File: src/rtl/trace_port_receiver.sv
// Capture side of the 4-bit parallel trace port.
// Hunts for the FF FF FF 7F sync frame to find byte alignment. Once aligned,
// it packs nibble pairs (low nibble first) into bytes and pushes them into a
// first-word-fall-through FIFO that is drained with a valid/ready handshake.
module trace_port_receiver #(
    parameter int pFIFO_AW = 4
) (
    input  logic       trace_clk,
    input  logic       reset,
    input  logic [3:0] TRACEDATA,
    input  logic       enable,
    input  logic       clear,
    output logic [7:0] trace_data,
    output logic       trace_valid,
    input  logic       trace_ready,
    output logic       synced,
    output logic       realign,
    output logic       overflow,
    output logic [7:0] drop_count
);

    localparam int DEPTH = 2 ** pFIFO_AW;
    // Window holds the newest nibble in the top bits. The oldest-to-newest
    // sequence F,F,F,F,F,F,F,7 therefore reads 7FFFFFFF.
    localparam logic [31:0]       SYNC_PAT = 32'h7FFF_FFFF;
    localparam logic [pFIFO_AW:0] PTR_ONE  = {{pFIFO_AW{1'b0}}, 1'b1};

    typedef enum logic {HUNT, SYNCED} state_t;

    state_t      state_q, state_d;
    logic [3:0]  td_q;
    logic [31:0] sr_q, sr_d;
    logic [31:0] window;
    logic        phase_q, phase_d;
    logic [3:0]  lo_q, lo_d;
    logic        realign_q, realign_d;
    logic        match;
    logic        wr_req;
    logic [7:0]  wr_byte;

    logic [pFIFO_AW:0] wptr_q, rptr_q;
    logic [7:0]        mem_q [DEPTH];
    logic              full, empty, rd_en, wr_en, drop;
    logic              overflow_q;
    logic [7:0]        drop_q;

    // The match window includes the freshly registered nibble.
    // This lets the state change on the edge right after the 7 lands in td_q.
    assign window = {td_q, sr_q[31:4]};
    assign match  = (window == SYNC_PAT);

    // Input register for the pin nibble.
    always_ff @(posedge trace_clk or negedge reset) begin
        if (!reset) td_q <= 4'h0;
        else        td_q <= TRACEDATA;
    end

    // Alignment state, nibble history, pending low nibble and realign pulse.
    always_ff @(posedge trace_clk or negedge reset) begin
        if (!reset) begin
            state_q   <= HUNT;
            sr_q      <= '0;
            phase_q   <= 1'b0;
            lo_q      <= 4'h0;
            realign_q <= 1'b0;
        end else begin
            state_q   <= state_d;
            sr_q      <= sr_d;
            phase_q   <= phase_d;
            lo_q      <= lo_d;
            realign_q <= realign_d;
        end
    end

    // Next state: hunt for sync, then alternate low/high nibbles.
    // A sync seen on a low-nibble slot means alignment slipped. That 7 is
    // dropped so the following nibble becomes a low nibble again.
    always_comb begin
        state_d   = state_q;
        sr_d      = window;
        phase_d   = phase_q;
        lo_d      = lo_q;
        realign_d = 1'b0;
        wr_req    = 1'b0;
        wr_byte   = {td_q, lo_q};
        if (!enable) begin
            state_d = HUNT;
            sr_d    = '0;
            phase_d = 1'b0;
        end else begin
            case (state_q)
                HUNT: begin
                    if (match) begin
                        state_d = SYNCED;
                        phase_d = 1'b0;
                    end
                end
                SYNCED: begin
                    if (!phase_q) begin
                        if (match) begin
                            realign_d = 1'b1;
                        end else begin
                            lo_d    = td_q;
                            phase_d = 1'b1;
                        end
                    end else begin
                        wr_req  = 1'b1;
                        phase_d = 1'b0;
                    end
                end
                default: state_d = HUNT;
            endcase
        end
    end

    assign full  = (wptr_q[pFIFO_AW] != rptr_q[pFIFO_AW]) &&
                   (wptr_q[pFIFO_AW-1:0] == rptr_q[pFIFO_AW-1:0]);
    assign empty = (wptr_q == rptr_q);
    assign rd_en = !empty && trace_ready;
    // When the FIFO is full, a pop in the same cycle frees the slot for this write.
    assign wr_en = wr_req && (!full || rd_en);
    assign drop  = wr_req && full && !rd_en;

    // FIFO storage. It is not reset, because the head output is gated by empty.
    always_ff @(posedge trace_clk) begin
        if (wr_en && !clear) mem_q[wptr_q[pFIFO_AW-1:0]] <= wr_byte;
    end

    // FIFO pointers. Clear takes priority over any simultaneous push or pop.
    always_ff @(posedge trace_clk or negedge reset) begin
        if (!reset) begin
            wptr_q <= '0;
            rptr_q <= '0;
        end else if (clear) begin
            wptr_q <= '0;
            rptr_q <= '0;
        end else begin
            if (wr_en) wptr_q <= wptr_q + PTR_ONE;
            if (rd_en) rptr_q <= rptr_q + PTR_ONE;
        end
    end

    // Sticky overflow flag and saturating drop counter.
    always_ff @(posedge trace_clk or negedge reset) begin
        if (!reset) begin
            overflow_q <= 1'b0;
            drop_q     <= 8'h00;
        end else if (clear) begin
            overflow_q <= 1'b0;
            drop_q     <= 8'h00;
        end else if (drop) begin
            overflow_q <= 1'b1;
            if (drop_q != 8'hFF) drop_q <= drop_q + 8'd1;
        end
    end

    assign trace_valid = !empty;
    assign trace_data  = empty ? 8'h00 : mem_q[rptr_q[pFIFO_AW-1:0]];
    assign synced      = (state_q == SYNCED);
    assign realign     = realign_q;
    assign overflow    = overflow_q;
    assign drop_count  = drop_q;

endmodule

File: config.mk
export PLATFORM = sky130hd
export DESIGN_NAME = trace_port_receiver
export DESIGN_NICKNAME = d
export VERILOG_FILES = /design/src/rtl/trace_port_receiver.sv
export SDC_FILE = /design/constraint.sdc
export NUM_CORES = 1
export LEC_CHECK = 0
export BUFFER_PORTS_ARGS = -buffer_cell sky130_fd_sc_hd__clkbuf_2
export CELL_PAD_IN_SITES_DETAIL_PLACEMENT = 1
export CELL_PAD_IN_SITES_GLOBAL_PLACEMENT = 2
export CORE_ASPECT_RATIO = 0.7
export CORE_MARGIN = 3
export CORE_UTILIZATION = 30
export CTS_CLUSTER_DIAMETER = 80
export DETAILED_ROUTE_END_ITERATION = 12
export GPL_ROUTABILITY_DRIVEN = 0
export PLACE_DENSITY_LB_ADDON = 0.1
export SKIP_CTS_REPAIR_TIMING = 1
export SYNTH_ARGS = -nofsm -noshare
export SYNTH_HDL_FRONTEND = slang
export SYNTH_SLANG_ARGS = --single-unit
File: constraint.sdc
create_clock -name trace_clk -period 5.23 [get_ports trace_clk]
set_clock_uncertainty 0.05 [all_clocks]
set_input_delay 0.523 -clock trace_clk [delete_from_list [all_inputs] [get_ports trace_clk]]
set_output_delay 0.523 -clock trace_clk [all_outputs]
set_load 0.005 [all_outputs]
==> Word-level counts from Yosys, hierarchy flattened <==
Memories as Yosys holds them, arrays and structs flattened.
Cells that the tools add are included.
{ "totals": {"regBits": 62, "ramBits": 128, "n_memories": 1} }
{ "mem_list": {"columns": ["name", "words", "width", "read_ports", "rd_ports_with_merged_regs", "write_ports", "line_no", "text"], "rows": [
  ["mem_q", 16, 8, 1, 0, 1, "42", "logic [7:0] mem_q [DEPTH];"]
]} }
{ "op_classes": {"add_sub_neg": 3, "n_eq_ne": 6, "muxes": 27, "bitwise_logic": 3, "reduce_logical": 17} }
{ "ops": {"columns": ["op", "count"], "rows": [
  ["$eq 32x31->1 const B", 1],
  ["$mux 32", 1],
  ["$mux 8", 4],
  ["$mux 5", 4],
  ["$mux 1", 17],
  ["$add 5x1->5 const B", 2],
  ["$add 8x1->8 const B", 1],
  ["$ne 8x8->1 const B", 1],
  ["$reduce_bool 2->1", 4],
  ["$logic_and 1x1->1", 6],
  ["$eq 5x5->1", 1],
  ["$eq 4x4->1", 1],
  ["$logic_not 1->1", 4],
  ["$reduce_and 4->1", 1],
  ["$ne 3x3->1 const B", 1],
  ["$not 1->1", 3],
  ["$pmux 1 s2", 1],
  ["$reduce_and 2->1", 1],
  ["$logic_or 1x1->1", 1],
  ["$ne 1x1->1", 1]
]} }

==> Logic depth before layout (Yosys ltp) <==
Gate-level depths: netlist of run 1.
{ "depth": {"ltp_word": 8, "mapped_depth": 7, "ltp_nobuf": 6} }

==> Worst setup path before layout of run 1 <==
OpenSTA, ideal clock, no wires.
{ "synth_path": {"path_type": "register to register", "start": "register rptr_q[0]", "end": "memory mem_q[5][0] (enable)", "setup_ps": 370, "t_arrival_ps": 1922, "path_slack_ps": 2888, "stages_incl_launch_ff": 8, "period_less_slack_ps": 2342, "path_cell_list": "dfrtp_1 > buf_4 > xor2_1 > nor4_4 > buf_2 > a21oi_2 > nand3b_1 > nor2_1"} }
{ "synth_via": {"elab_chain_cells": 8, "word_cells_on_any_way": 11} }
{ "synth_rtl": {"columns": ["item", "line_no", "text"], "rows": [
  ["start: declaration", "41", "logic [pFIFO_AW:0] wptr_q, rptr_q;"],
  ["start signal: assignment", "139", "if (rd_en) rptr_q <= rptr_q + PTR_ONE;"],
  ["$eq 5x5->1 / $eq 4x4->1 (equally long branches)", "118, 117", null],
  ["$logic_not 1->1 / $logic_and 1x1->1 (equally long branches)", "119, 116", null],
  ["$logic_and 1x1->1 / $logic_not 1->1 (equally long branches)", "119, 121", null],
  ["$logic_or 1x1->1 *", "121", "assign wr_en = wr_req && (!full || rd_en);"],
  ["$logic_and 1x1->1 *", "121", null],
  ["$logic_and 1x1->1 *", "126", "if (wr_en && !clear) mem_q[wptr_q[pFIFO_AW-1:0]] <= wr_byte;"],
  ["$mux 1 *", "126", null],
  ["$mux 1 (not written as such) *", "126", null],
  ["end: declaration", "42", null]
]} }
Every way passes the cells marked *; elsewhere a longest branch is shown, timed or not.

==> Final worst setup path of run 1 <==
{ "layout_path": {"start": "register rptr_q[1]", "end": "output port trace_data[6]"} }
{ "layout_via": {"elab_chain_cells": 2, "word_cells_on_any_way": 3} }
{ "layout_rtl": {"columns": ["item", "line_no", "text"], "rows": [
  ["$mem_v2 16x8 / $eq 5x5->1 (equally long branches)", null, null],
  ["$mux 8 *", "158", "assign trace_data = empty ? 8'h00 : mem_q[rptr_q[pFIFO_AW-1:0]];"],
  ["end: declaration", "13", "output logic [7:0] trace_data,"]
]} }
Marked as above.

==> results_dict.tcl, run 1 <==
set metrics [dict create \
    status "finished clean" \
    cts_buffers 17 \
    die_height_um 137 \
    fillers 2423 \
    setup-violations-final 0 \
    clock_path_buffers 2 \
    hold_viol_final 0 \
    tns_ns 0 \
    clk_pin_slew_ns 0.08 \
    drt_first_pass_iters 4 \
    ant_nets 0 \
    busiest_layer "met2" \
    async_reset_ff_share_pct 31.2 \
    irDropWorstVdd_mv 0.223 \
    hpwlAfterDp_um 10900 \
    fmax_ghz 0.293 \
    p_per_area_nw_per_um2 349 \
    synth-seq-area-share_pct 72.3 \
    rows 47 \
    ios 29 \
    grt_usage_pct 13.8 \
    worst_pin_slew_ns 0.912 \
    r2r_cells 6 \
    worst_slack_ns 1.82 \
    cap_violations 0 \
    gr-usage-met2_pct 20.4 \
    rsz0062_at_grt "false" \
    period_minus_slack_ns 3.41 \
    drive_gt1_share_pct 22.6 \
    core_sq_um 23800 \
    syn-cell-area_sq_um 7330 \
    n_antenna_cell 0 \
    wl_per_cell_um 21.5 \
    grt_util_met1_pct 19.8 \
    antenna_found_initial 0 \
    hold_class "input pin to flip-flop" \
    synth_nets 442 \
    grt_overflow 0 \
    cts_root_buf "clkbuf_16" \
    hold_depth 1 \
    cp.required_ns 4.66 \
    cp.arrival_ns 2.84 \
    cp-start-kind "flip-flop" \
    numPortBuffers 28 \
    preCtsSetupSlack_ns 1.94 \
    finalCritPeriodShare_pct 65.2 \
    ys.flop_type "edfxtp_1" \
    worstSkewPairLatency_ns 0.44 \
    die_w_um 193 \
    grt_max_degree 59 \
    ys_ff_latch 186 \
    p_leak_uw 0.00296 \
    route.vias.total 3801 \
    nets 471 \
    synth_enable_flop_cells 128 \
    synth.distinct_cells 40 \
    area_growth_pct 14.3 \
    avgViaCountPerCell 4.83 \
    critical_path_class "flip-flop to output pin" \
    drc 0 \
    fp.dieArea_sq_um 26400 \
    synthCells 427 \
    wl_um 16900 \
    drtIter0Drc 226 \
    syn_area_per_cell_sq_um 17.2 \
    use_met3_pct 4.15 \
    yosys_warnings 0 \
    max_slew_margin_pct 39.0 \
    cts_sinks 186 \
    p_total_uw 2930 \
    grt_pass1_wl_um 26000 \
    drv_slew 0 \
    cts_tree "yes" \
    cp-end-kind "output pin" \
    start_util_pct 30.8 \
    grt_pass1_vias 4158 \
    cp_max_fo 36 \
    htreeDepth 4 \
]
-- flip-flops by register name, summed over array words and instances, names as in the netlist --
name,flops
synced,1
phase_q,1
rptr_q,5
lo_q,4
wptr_q,5
realign,1
sr_q,28
overflow,1
td_q,4
mem_q,128
drop_count,8
-- metal layers --
metal	routed length, um	up-vias	share of wire, %
met5	0	-	0
met1	8200	2026	48
met3	945	14	5.6
met4	156	0	0.92
li1	-	1697	-
met2	7640	64	45
-- cells by family (layout without fill, tap and decap cells) --
family,after synthesis,after routing,synth area share [%]
DFF,186,186,72.3
and+or+nand+nor,112,112,8.54
adders and majority gates,6,6,1.02
muxes,40,40,11.0
AOI/OAI and AO/OA,44,44,3.88
buffers and inverters,24,66,1.50
xor gates and xnor gates,15,15,1.79
-- path summary, 6_finish.rpt --
path                                  to          from  slack, ns
setup / recovery           trace_data[6]     rptr_q[1]       1.82
hold / removal                   td_q[2]  TRACEDATA[2]       0.14
setup reg to reg            mem_q[13][7]     rptr_q[1]       2.00
hold reg to reg                 sr_q[22]      sr_q[26]       0.44
max in group asynchronous      rptr_q[0]         reset       4.42
min in group asynchronous  drop_count[3]         reset       0.18
-- per-stage QoR --
step	cells	util [%]	instance area (sq um)	hold slack, ns
2_1_floorplan	427	-	7330	0.177
3_3_place_gp	755	32.7	7790	0.419
3_5_place_dp	755	32.7	7790	0.427
4_1_cts	787	35.2	8380	0.119
5_1_grt	787	35.2	8380	0.119
6_report	787	35.2	8380	0.143
-- critical path, cell delays in order (launching register included) --
cell and delay [ns]:
dfrtp_1 0.32, buf_4 0.48, xor2_1 0.19, nor4_4 0.63
and2_1 0.49, a21oi_1 0.14, clkbuf_2 0.14
-- cell usage after synthesis (2+ instances only) --
cell type  number  area share (%)
a211oi_1        2            0.20
or4_1           2            0.20
mux2i_1         3            0.41
o21ai_0         2            0.14
nand4_1        11            0.94
and2_1         30             2.6
nor4_1          2            0.17
nand3b_1        3            0.31
edfxtp_1      128              52
xnor2_1         7            0.84
mux4_2         32             9.8
buf_2           6            0.41
buf_1           2            0.10
mux2_2          5            0.77
nor2_1         33             1.7
o31ai_1         2            0.20
nand2_1         5            0.26
nor2b_1         4            0.34
clkbuf_1       10            0.51
and3_1          3            0.26
a21boi_0        2            0.20
a21oi_1        18             1.2
dfrtp_1        58              20
a22oi_1        16             1.6
nand2b_1        4            0.34
nand3_1         8            0.55
ha_1            6             1.0
xor2_1          8            0.96
or3_1           2            0.17
inv_1           3            0.15
-- cell usage in the layout, fill, tap and decap left out, types with 2 or more instances in the layout --
master	n
or4_1	2
nand3b_1	3
xnor2_1	7
nand2_1	5
nor2b_1	4
buf_4	3
nand4_1	11
and3_1	3
a21oi_1	18
mux4_2	32
mux2i_1	3
a211oi_1	2
clkbuf_2	28
inv_1	3
mux2_2	5
a21boi_0	2
inv_6	3
nor4_1	2
xor2_1	8
clkbuf_16	18
clkinv_4	2
a22oi_1	16
inv_8	4
nand2b_1	4
edfxtp_1	128
inv_4	3
dfrtp_1	57
or3_1	2
nor2_1	33
o21ai_0	2
ha_1	6
o31ai_1	2
nand3_1	8
and2_1	30
-- where the power goes --
group          total (uW)  internal, uW  switching (uW)
registers            1620          1590            29.2
clock network        1280           674             610
logic                26.0          7.77            18.2
total                2930          2270             657
-- area by class of cell --
type / count / area [sq um] / share of cell area, %
Sequential cell: 186 / 5300 / 63.2
Multi-Input combinational cell: 217 / 1920 / 23.0
Clock buffer: 19 / 464 / 5.54
Tap cell: 318 / 398 / 4.75
Timing Repair Buffer: 31 / 163 / 1.94
Clock inverter: 13 / 124 / 1.48
Inverter: 3 / 11.3 / 0.134
(Power assumes the default switching activity.)
==> run 2: changes to the inputs <==
Clock period 5.23 ns to 3.4 ns, I/O delays scaled along.
==> run 2 against run 1 <==
Compared with the run above:
- sequential share of layout area decreased by 1.2 points
- routed wire length increased by 2.0%
- setup slack got worse by 1.2 ns
- count of clock-buffer cells in the layout decreased by 2
- register-to-register slack got worse by 1.1 ns
- sequential power increased by 53%
- utilization increased by 0.67 points
- die area unchanged
- non-clock buffer count increased by 25
- power increased by 49%
- largest power group unchanged
==> results_dict.tcl, run 2 (synthesized netlist as in run 1, its figures left out) <==
set metrics [dict create \
    status "finished clean" \
    max_slew_margin_pct 39.2 \
    critical_path_class "flip-flop to output pin" \
    fmax_ghz 0.354 \
    clk_pin_slew_ns 0.07 \
    largest_reg_flops 128 \
    rsz0062_at_grt "false" \
    wl_um 17300 \
    hold_viol_final 0 \
    use_met3_pct 3.20 \
    busiest_layer "met2" \
    fp.dieArea_sq_um 26400 \
    worst_path_max_delay_cell "buf_4" \
    layout_commonest_cell "edfxtp_1" \
    die_w_um 193 \
    r2r_cells 5 \
    cp_max_fo 35 \
    drt_first_pass_iters 4 \
    wl_per_cell_um 21.3 \
    cts_root_buf "clkbuf_16" \
    clock_path_buffers 2 \
    cp.required_ns 3.01 \
    worstPathCellList "buf_4 > mux4_2 > a22oi_1 > a21oi_1 > clkbuf_2" \
    layout_common_cells "edfxtp_1, dfrtp_1, nor2_1" \
    avgViaCountPerCell 4.77 \
    finalCritPeriodShare_pct 83.2 \
    htreeDepth 4 \
    cp-start-kind "flip-flop" \
    numPortBuffers 28 \
    grt_usage_pct 13.9 \
    ios 29 \
    utilization_pct 35.8 \
    min_to "overflow" \
    cap_violations 0 \
    tns_ns 0 \
    cts_tree "yes" \
    start_util_pct 30.8 \
    hold_start "trace_ready" \
    die_height_um 137 \
    nets 496 \
    drive_gt1_share_pct 24.5 \
    path_buf_inv 2 \
    drc 0 \
    preCtsSetupSlack_ns 0.882 \
    r2r_end "drop_count[7]" \
    p_leak_uw 0.00304 \
    period_minus_slack_ns 2.83 \
    hold_depth 4 \
    route.vias.total 3872 \
    hpwlAfterDp_um 11100 \
    cp-end-kind "output pin" \
    grt_pass1_vias 4242 \
    grt_pass1_wl_um 26100 \
    drtIter0Drc 246 \
    cp.arrival_ns 2.44 \
    core_sq_um 23800 \
    cts_buffers 17 \
    drv_slew 0 \
    area_growth_pct 16.5 \
    path_delay_family "buffers and inverters" \
    antenna_found_initial 0 \
    gr-usage-met2_pct 22.4 \
    worstSkewPairLatency_ns 0.43 \
    ant_nets 0 \
    hold_class "input pin to flip-flop" \
    n_antenna_cell 0 \
    slowest_delay_ns 0.49 \
    r2r-start "wptr_q[0]" \
    setup-violations-final 0 \
    grt_util_met1_pct 19.1 \
    cts_sinks 186 \
    rows 47 \
    grt_overflow 0 \
    p_per_area_nw_per_um2 511 \
    irDropWorstVdd_mv 0.370 \
    worst_pin_slew_ns 0.910 \
    grt_max_degree 36 \
    worst_slack_ns 0.573 \
    r2r_setup_slack_ns 0.94 \
]
[run 2: cell count changes in the layout (fill, tap and decap cells not counted), sizes merged]
cell / change
buf: +20
inv: -10
bufinv: +1
clkinvlp: +5
clkinv: +5
dlygate4sd3: +5
clkbuf: -2
[run 2: how the worst max path moves through the flow]
stage / start / to / slack (ns) / depth (start not counted)
finish: rptr_q[1] / trace_data[1] / 0.57 / 5
global route: wptr_q[0] / trace_data[1] / 0.38 / 5
CTS: wptr_q[0] / trace_data[1] / 0.49 / 5
detailed placement: enable / mem_q[12][2] / 0.88 / 6
global placement: enable / mem_q[13][2] / 0.89 / 6
floorplan: rptr_q[0] / mem_q[5][0] / 1.06 / 7
[run 2: worst register-to-register path: stages (launching register included)]
cell and delay, ns:
dfrtp_1 0.47, xor2_1 0.21, nor4_4 0.59, nand3_2 0.35, or4_1 0.58, a21oi_1 0.15
[run 2: metal layers]
metal  up-vias  part of all wire, %
li1       1749                    -
met1      2066                   46
met2        43                   49
met3        14                  3.8
met4         0                  1.0
met5         -                    0
[run 2: area by class of cell]
class                      count  area (sq um)
multi-input combinational    217          1920
inverter                       3          11.3
timing repair buffer          56           375
sequential                   186          5300
clock inverter                14           109
tap                          318           398
fill                        2406         15300
clock buffer                  17           425
[run 2: per-stage QoR]
| step | hold slack (ns) | cells | total power (uW) | area (sq um) |
|---|---|---|---|---|
| global route | 0.332 | 811 | 4520 | 8540 |
| finish | 0.310 | 811 | 4360 | 8540 |
| global placement | 0.403 | 775 | 2580 | 7950 |
| floorplan | -0.00559 | 427 | 2530 | 7330 |
| CTS | -0.0574 | 806 | 4420 | 8490 |
| detailed placement | 0.401 | 775 | 2590 | 7950 |
[run 2: power breakdown]
group | internal [uW] | switching [uW]
clock network | 991 | 832
registers | 2450 | 32.0
logic | 17.9 | 41.2
total | 3450 | 905
